==> src/rtl/sram_read_return_router.sv <==
// Steers SRAM read returns to the r0/r1 data FIFOs using an in-order owner tag queue,
// and throttles per-port issue so no in-flight read can overflow its destination FIFO.
module sram_read_return_router_port #(
  parameter int PORT_MAX = 4,
  parameter int DW       = 32
) (
  input  logic          sram_clock,
  input  logic          reset,
  input  logic          inc_i,
  input  logic          dec_i,
  input  logic          prog_full_i,
  input  logic          tag_full_i,
  input  logic [DW-1:0] wdata_i,
  output logic          issue_ok_o,
  output logic          wr_en_o,
  output logic [DW-1:0] wr_data_o
);
  localparam int CW = $clog2(PORT_MAX + 1);
  localparam logic [CW-1:0] PMAX = CW'(PORT_MAX);

  logic [CW-1:0] cnt_q, cnt_d;
  logic          wr_en_q;
  logic [DW-1:0] wr_data_q, wr_data_d;

  always_comb begin
    cnt_d = cnt_q;
    if (inc_i && !dec_i)      cnt_d = cnt_q + 1'b1;
    else if (dec_i && !inc_i) cnt_d = cnt_q - 1'b1;
    wr_data_d = dec_i ? wdata_i : wr_data_q;
  end

  always_ff @(posedge sram_clock) begin
    if (reset) begin
      cnt_q     <= '0;
      wr_en_q   <= 1'b0;
      wr_data_q <= '0;
    end else begin
      cnt_q     <= cnt_d;
      wr_en_q   <= dec_i;
      wr_data_q <= wr_data_d;
    end
  end

  assign issue_ok_o = !prog_full_i && (cnt_q < PMAX) && !tag_full_i;
  assign wr_en_o    = wr_en_q;
  assign wr_data_o  = wr_data_q;
endmodule

module sram_read_return_router #(
  parameter int TAG_DEPTH = 8,
  parameter int PORT_MAX  = 4,
  parameter int DW        = 32
) (
  input  logic          sram_clock,
  input  logic          reset,
  input  logic          issue_valid,
  input  logic          issue_port,
  input  logic          sram_data_out_valid,
  input  logic [DW-1:0] sram_data_out,
  input  logic          r0_prog_full,
  input  logic          r1_prog_full,
  output logic          r0_issue_ok,
  output logic          r1_issue_ok,
  output logic          r0_wr_en,
  output logic [DW-1:0] r0_wr_data,
  output logic          r1_wr_en,
  output logic [DW-1:0] r1_wr_data,
  output logic          err_overflow,
  output logic          err_underflow
);
  localparam int AW = $clog2(TAG_DEPTH);
  localparam int PW = AW + 1;

  logic [PW-1:0]        wr_ptr_q, wr_ptr_d, rd_ptr_q, rd_ptr_d;
  logic [TAG_DEPTH-1:0] tag_q;
  logic                 err_ovf_q, err_ovf_d, err_unf_q, err_unf_d;
  logic                 tag_full, tag_empty, push, pop, head;
  logic [1:0]           inc, dec, pf, issue_ok, wr_en;
  logic [1:0][DW-1:0]   wr_data;

  // wrap bit differs with equal index => full
  assign tag_full  = (wr_ptr_q[AW] != rd_ptr_q[AW]) && (wr_ptr_q[AW-1:0] == rd_ptr_q[AW-1:0]);
  assign tag_empty = (wr_ptr_q == rd_ptr_q);
  assign push      = issue_valid && !tag_full;
  assign pop       = sram_data_out_valid && !tag_empty;
  assign head      = tag_q[rd_ptr_q[AW-1:0]];

  always_comb begin
    wr_ptr_d  = push ? wr_ptr_q + 1'b1 : wr_ptr_q;
    rd_ptr_d  = pop  ? rd_ptr_q + 1'b1 : rd_ptr_q;
    err_ovf_d = err_ovf_q | (issue_valid && tag_full);
    err_unf_d = err_unf_q | (sram_data_out_valid && tag_empty);
    inc       = {push && issue_port, push && !issue_port};
    dec       = {pop && head, pop && !head};
    pf        = {r1_prog_full, r0_prog_full};
  end

  always_ff @(posedge sram_clock) begin
    if (reset) begin
      wr_ptr_q  <= '0;
      rd_ptr_q  <= '0;
      err_ovf_q <= 1'b0;
      err_unf_q <= 1'b0;
    end else begin
      wr_ptr_q  <= wr_ptr_d;
      rd_ptr_q  <= rd_ptr_d;
      err_ovf_q <= err_ovf_d;
      err_unf_q <= err_unf_d;
    end
  end

  // tag storage is only read when non-empty, so it needs no reset
  always_ff @(posedge sram_clock) begin
    if (push) tag_q[wr_ptr_q[AW-1:0]] <= issue_port;
  end

  for (genvar g = 0; g < 2; g++) begin : g_port
    sram_read_return_router_port #(.PORT_MAX(PORT_MAX), .DW(DW)) u_port (
      .sram_clock (sram_clock),
      .reset      (reset),
      .inc_i      (inc[g]),
      .dec_i      (dec[g]),
      .prog_full_i(pf[g]),
      .tag_full_i (tag_full),
      .wdata_i    (sram_data_out),
      .issue_ok_o (issue_ok[g]),
      .wr_en_o    (wr_en[g]),
      .wr_data_o  (wr_data[g])
    );
  end

  assign r0_issue_ok   = issue_ok[0];
  assign r1_issue_ok   = issue_ok[1];
  assign r0_wr_en      = wr_en[0];
  assign r1_wr_en      = wr_en[1];
  assign r0_wr_data    = wr_data[0];
  assign r1_wr_data    = wr_data[1];
  assign err_overflow  = err_ovf_q;
  assign err_underflow = err_unf_q;
endmodule
==> config.mk <==
export PLATFORM = sky130hd
export DESIGN_NAME = sram_read_return_router
export DESIGN_NICKNAME = d
export VERILOG_FILES = /design/src/rtl/sram_read_return_router.sv
export SDC_FILE = /design/constraint.sdc
export NUM_CORES = 1
export LEC_CHECK = 0
export ABC_AREA = 1
export CAP_MARGIN = 20
export CORE_AREA = 10 10 105 107
export CTS_CLUSTER_SIZE = 25
export DETAILED_ROUTE_END_ITERATION = 12
export DIE_AREA = 0 0 115 117
export MAX_ROUTING_LAYER = met4
export PLACE_DENSITY = 0.76
export SLEW_MARGIN = 25
export SYNTH_ARGS = -nofsm -noshare
export SYNTH_HDL_FRONTEND = slang
export SYNTH_HIERARCHICAL = 1
export SYNTH_SLANG_ARGS = --single-unit
==> constraint.sdc <==
create_clock -name sram_clock -period 2.6 [get_ports sram_clock]
set_input_delay 0.78 -clock sram_clock [delete_from_list [all_inputs] [get_ports sram_clock]]
set_output_delay 0.78 -clock sram_clock [all_outputs]
set_load 0.01 [all_outputs]
==> results.md <==
- Status: completed
- Slowest CP cell: dfxtp_1
- Die height: between 100 and 150 um
- Final-report max-slew violation count: 0
- Die width: 115 um
- Core Box Area: 9020 um2
- Cell Area, Synth: around 3800 um2
- Required time worst endpoint: approximately 1.8 ns
- CTS tree: yes
- DRC violations left: 0
- First-pass GRT wire length: 16.8 mm
- Switch Pwr: 1.25 mW
- Synth warn: 6
- Clock Path Buffers: 2
- Grt ovf: 0
- Crit-path cells: buf_4 -> nand2_1 -> nand2_2 -> nand4_2 -> inv_4 -> nor3_1 -> dlygate4sd2_1
- Worst-path clk slew: ~0.090 ns
- Commonest non-fill, non-tap cell in the layout: nor2_1
- Final Util: 56.6%
- Setup Viol. Count Final: 0
- Die area: ~13000 um2
- Fin nets: 618
- Max VDD drop: 0.000317 V
- Critical Path AT: 1.64 ns
- Max Freq: between 400 and 500 MHz
- Internal: 2.76 mW
- Synthesized area per cell: around 8 um2
- ANT nets after route: 0
- Yosys reg bits: 90
- Fin crit share: approximately 93%
- Root Driver: clkbuf_8
- GRT Util Overall: 16.0%
- Unique cell type count in the Yosys netlist: 32
- Synthesis-to-layout area growth: 36.1%
- CTS Buf Count: 9
- Number of I/O pins: 109
- Clock share of power: between 20% and 30%
- Number of hold violations in the final report: 0
- Setup Crit Path Kind: reg2out
- CTS sink count: 90
- M2 GR Usage: 27.0%
- Worst setup EP type: primary output
- DR vias/cell: 4.83
- Measured slew at the worst slew-check pin: 0.550 ns
- Max-Cap Viols: 0
- Register share of total power: 43.1%
- Post-Syn Instances: around 470
- 1st-iter DRT viols: 172
- Sw frac: 31.2%
- Min Tclk post-route: 2.42 ns
- Initial antenna violation count: 0
- Hold Crit Class: reg2reg
- Largest net degree at the start of global routing: 35
- Sequential fraction of the synthesis area: 50.2%
- Htree depth: 3
- Core Rows: 35
- Port bufs: between 100 and 150
- Max_slew headroom: 63.2%
- Met3 global-route usage: 4.94%
- WL/cell: approximately 15 um
- DRT Wirelength: 10.4 mm
- Number of global-route vias before repair: 3420
- Hold-fix buffers, CTS: 0
- Dpl hpwl: 7.38 mm
- Layout Cells excl Fill: 689
- Leakage Power: approximately 2.2 nW
- Initial core utilization: 41.6%
- Fraction of layout cells with a size suffix above 1: 12.3%
- CP peak stage delay: 0.33 ns
- Worst skew pair latency: roughly 0.35 ns
- P per Cell Area: 784 nW/um2
- Ant diodes: 0
- Layout Skew: 0.0128 ns
- Most frequent cells in the layout: nor2_1 (146), clkdlybuf4s50_1 (106), dfxtp_1 (80)
- M1 GR Usage: 17.3%
- Syn Nets: slightly above 500
- First-pass detailed-route iteration total: 5
- GP Congestion: 0.814
- Most crowded layer after global routing: met2
- Placed cells: 673
- DR vias: 3327
- RSZ-0062 raised after global routing: no
- Crit Path Max Fanout: 9
- Worst setup SP type: flip-flop
- Comb power frac: between 20 and 30%
==> worst paths after layout <==
kind                            slack [ns]                                     end                     start  depth (start not counted)
worst max register to register        0.30  g_port[0].u_port/cnt_q[2]$_SDFFE_PP0P_  rd_ptr_q[0]$_SDFFE_PP0P_                         16
worst max-delay path                  0.18                             r1_issue_ok  rd_ptr_q[0]$_SDFFE_PP0P_                          7
worst min register to register        0.47                 err_overflow$_SDFF_PP0_   err_overflow$_SDFF_PP0_                          2
worst min-delay path                  0.47                 err_overflow$_SDFF_PP0_   err_overflow$_SDFF_PP0_                          2
==> power by group through the flow <==
stage | clock network [mW] | logic, mW | registers, mW
floorplan | 0 | 0.550 | 1.82
global placement | 0 | 1.14 | 1.75
detailed placement | 0 | 1.17 | 1.75
CTS | 1.15 | 1.17 | 1.73
global route | 1.21 | 1.28 | 1.75
finish | 1.13 | 1.15 | 1.72
==> critical path, delay by kind of cell (launching register included) <==
family / cells / cell delay, ns
flip-flops: 1 / 0.33
buffers and inverters: 3 / 0.53
AND/OR/NAND/NOR: 4 / 0.43
==> cells in the mapped netlist (all sizes together) <==
library cell	n	area (um2)
clkbuf	1	3.75
nand3b	1	11.3
o21ai	72	360
dfxtp	82	1640
nand3	13	95.1
fa	2	40.0
clkinv	2	8.75
ha	4	50.1
nor2	166	676
inv	31	119
nor3	2	10.0
xor2	3	26.3
nand4	3	25.0
a21oi	10	53.8
buf	23	191
edfxtp	8	240
nand2	43	184
xnor2	1	16.3
==> timing repair <==
action | 4_1_cts | 5_1_grt
setup buffers | 0 | 0
setup endpoints to repair | 2 | 0
resized for setup | 4 | 0
==> flip-flops by register name, summed over array words and instances (netlist names) <==
register / count
err_underflow: 1
g_port.u_port/cnt_q: 6
rd_ptr_q: 4
tag_q: 8
err_overflow: 1
wr_ptr_q: 4
g_port.u_port/wr_data_o: 64
g_port.u_port/wr_en_o: 2
==> metrics by stage <==
stage | hold WS (ns) | TNS, ns | worst slack (ns) | instance area (um2) | power (mW)
after floorplan | 0.468 | 0 | 0.00752 | 3750 | 2.37
after CTS | 0.471 | 0 | 0.131 | 5110 | 4.05
after global placement | 0.450 | -0.0857 | -0.0430 | 4870 | 2.89
after detailed placement | 0.457 | -0.183 | -0.112 | 4870 | 2.92
final | 0.470 | 0 | 0.184 | 5110 | 4.00
after global routing | 0.497 | 0 | 0.0283 | 5110 | 4.25
==> cell type report <==
type | count | area [um2]
multi-input cells | 320 | 1550
clock inverters | 6 | 91.3
flip-flops and latches | 90 | 1880
clock buffers | 10 | 149
repair buffers | 119 | 1160
well taps | 111 | 139
inverters | 33 | 128
fillers | 845 | 3920
==> metal layers <==
| metal | routed length, um | vias to the layer above |
|---|---|---|
| li1 | - | 1687 |
| met4 | 144 | 0 |
| met1 | 4400 | 1558 |
| met2 | 5320 | 70 |
| met5 | 0 | - |
| met3 | 551 | 12 |
==> kinds of logic (layout without fill, tap and decap cells) <==
family                   count (synthesis)  count (layout)  share of synthesized area (%)
adder cells (fa/ha/maj)                  6               6                           2.40
flip-flops                              90              90                           50.1
buffers and inverters                   57             168                           8.60
AND/OR/NAND/NOR                        228             228                           26.7
AO/OA/AOI/OAI                           82              82                           11.0
XOR/XNOR                                 4               4                           1.13
Note: power is estimated with default switching activity, not from simulation.
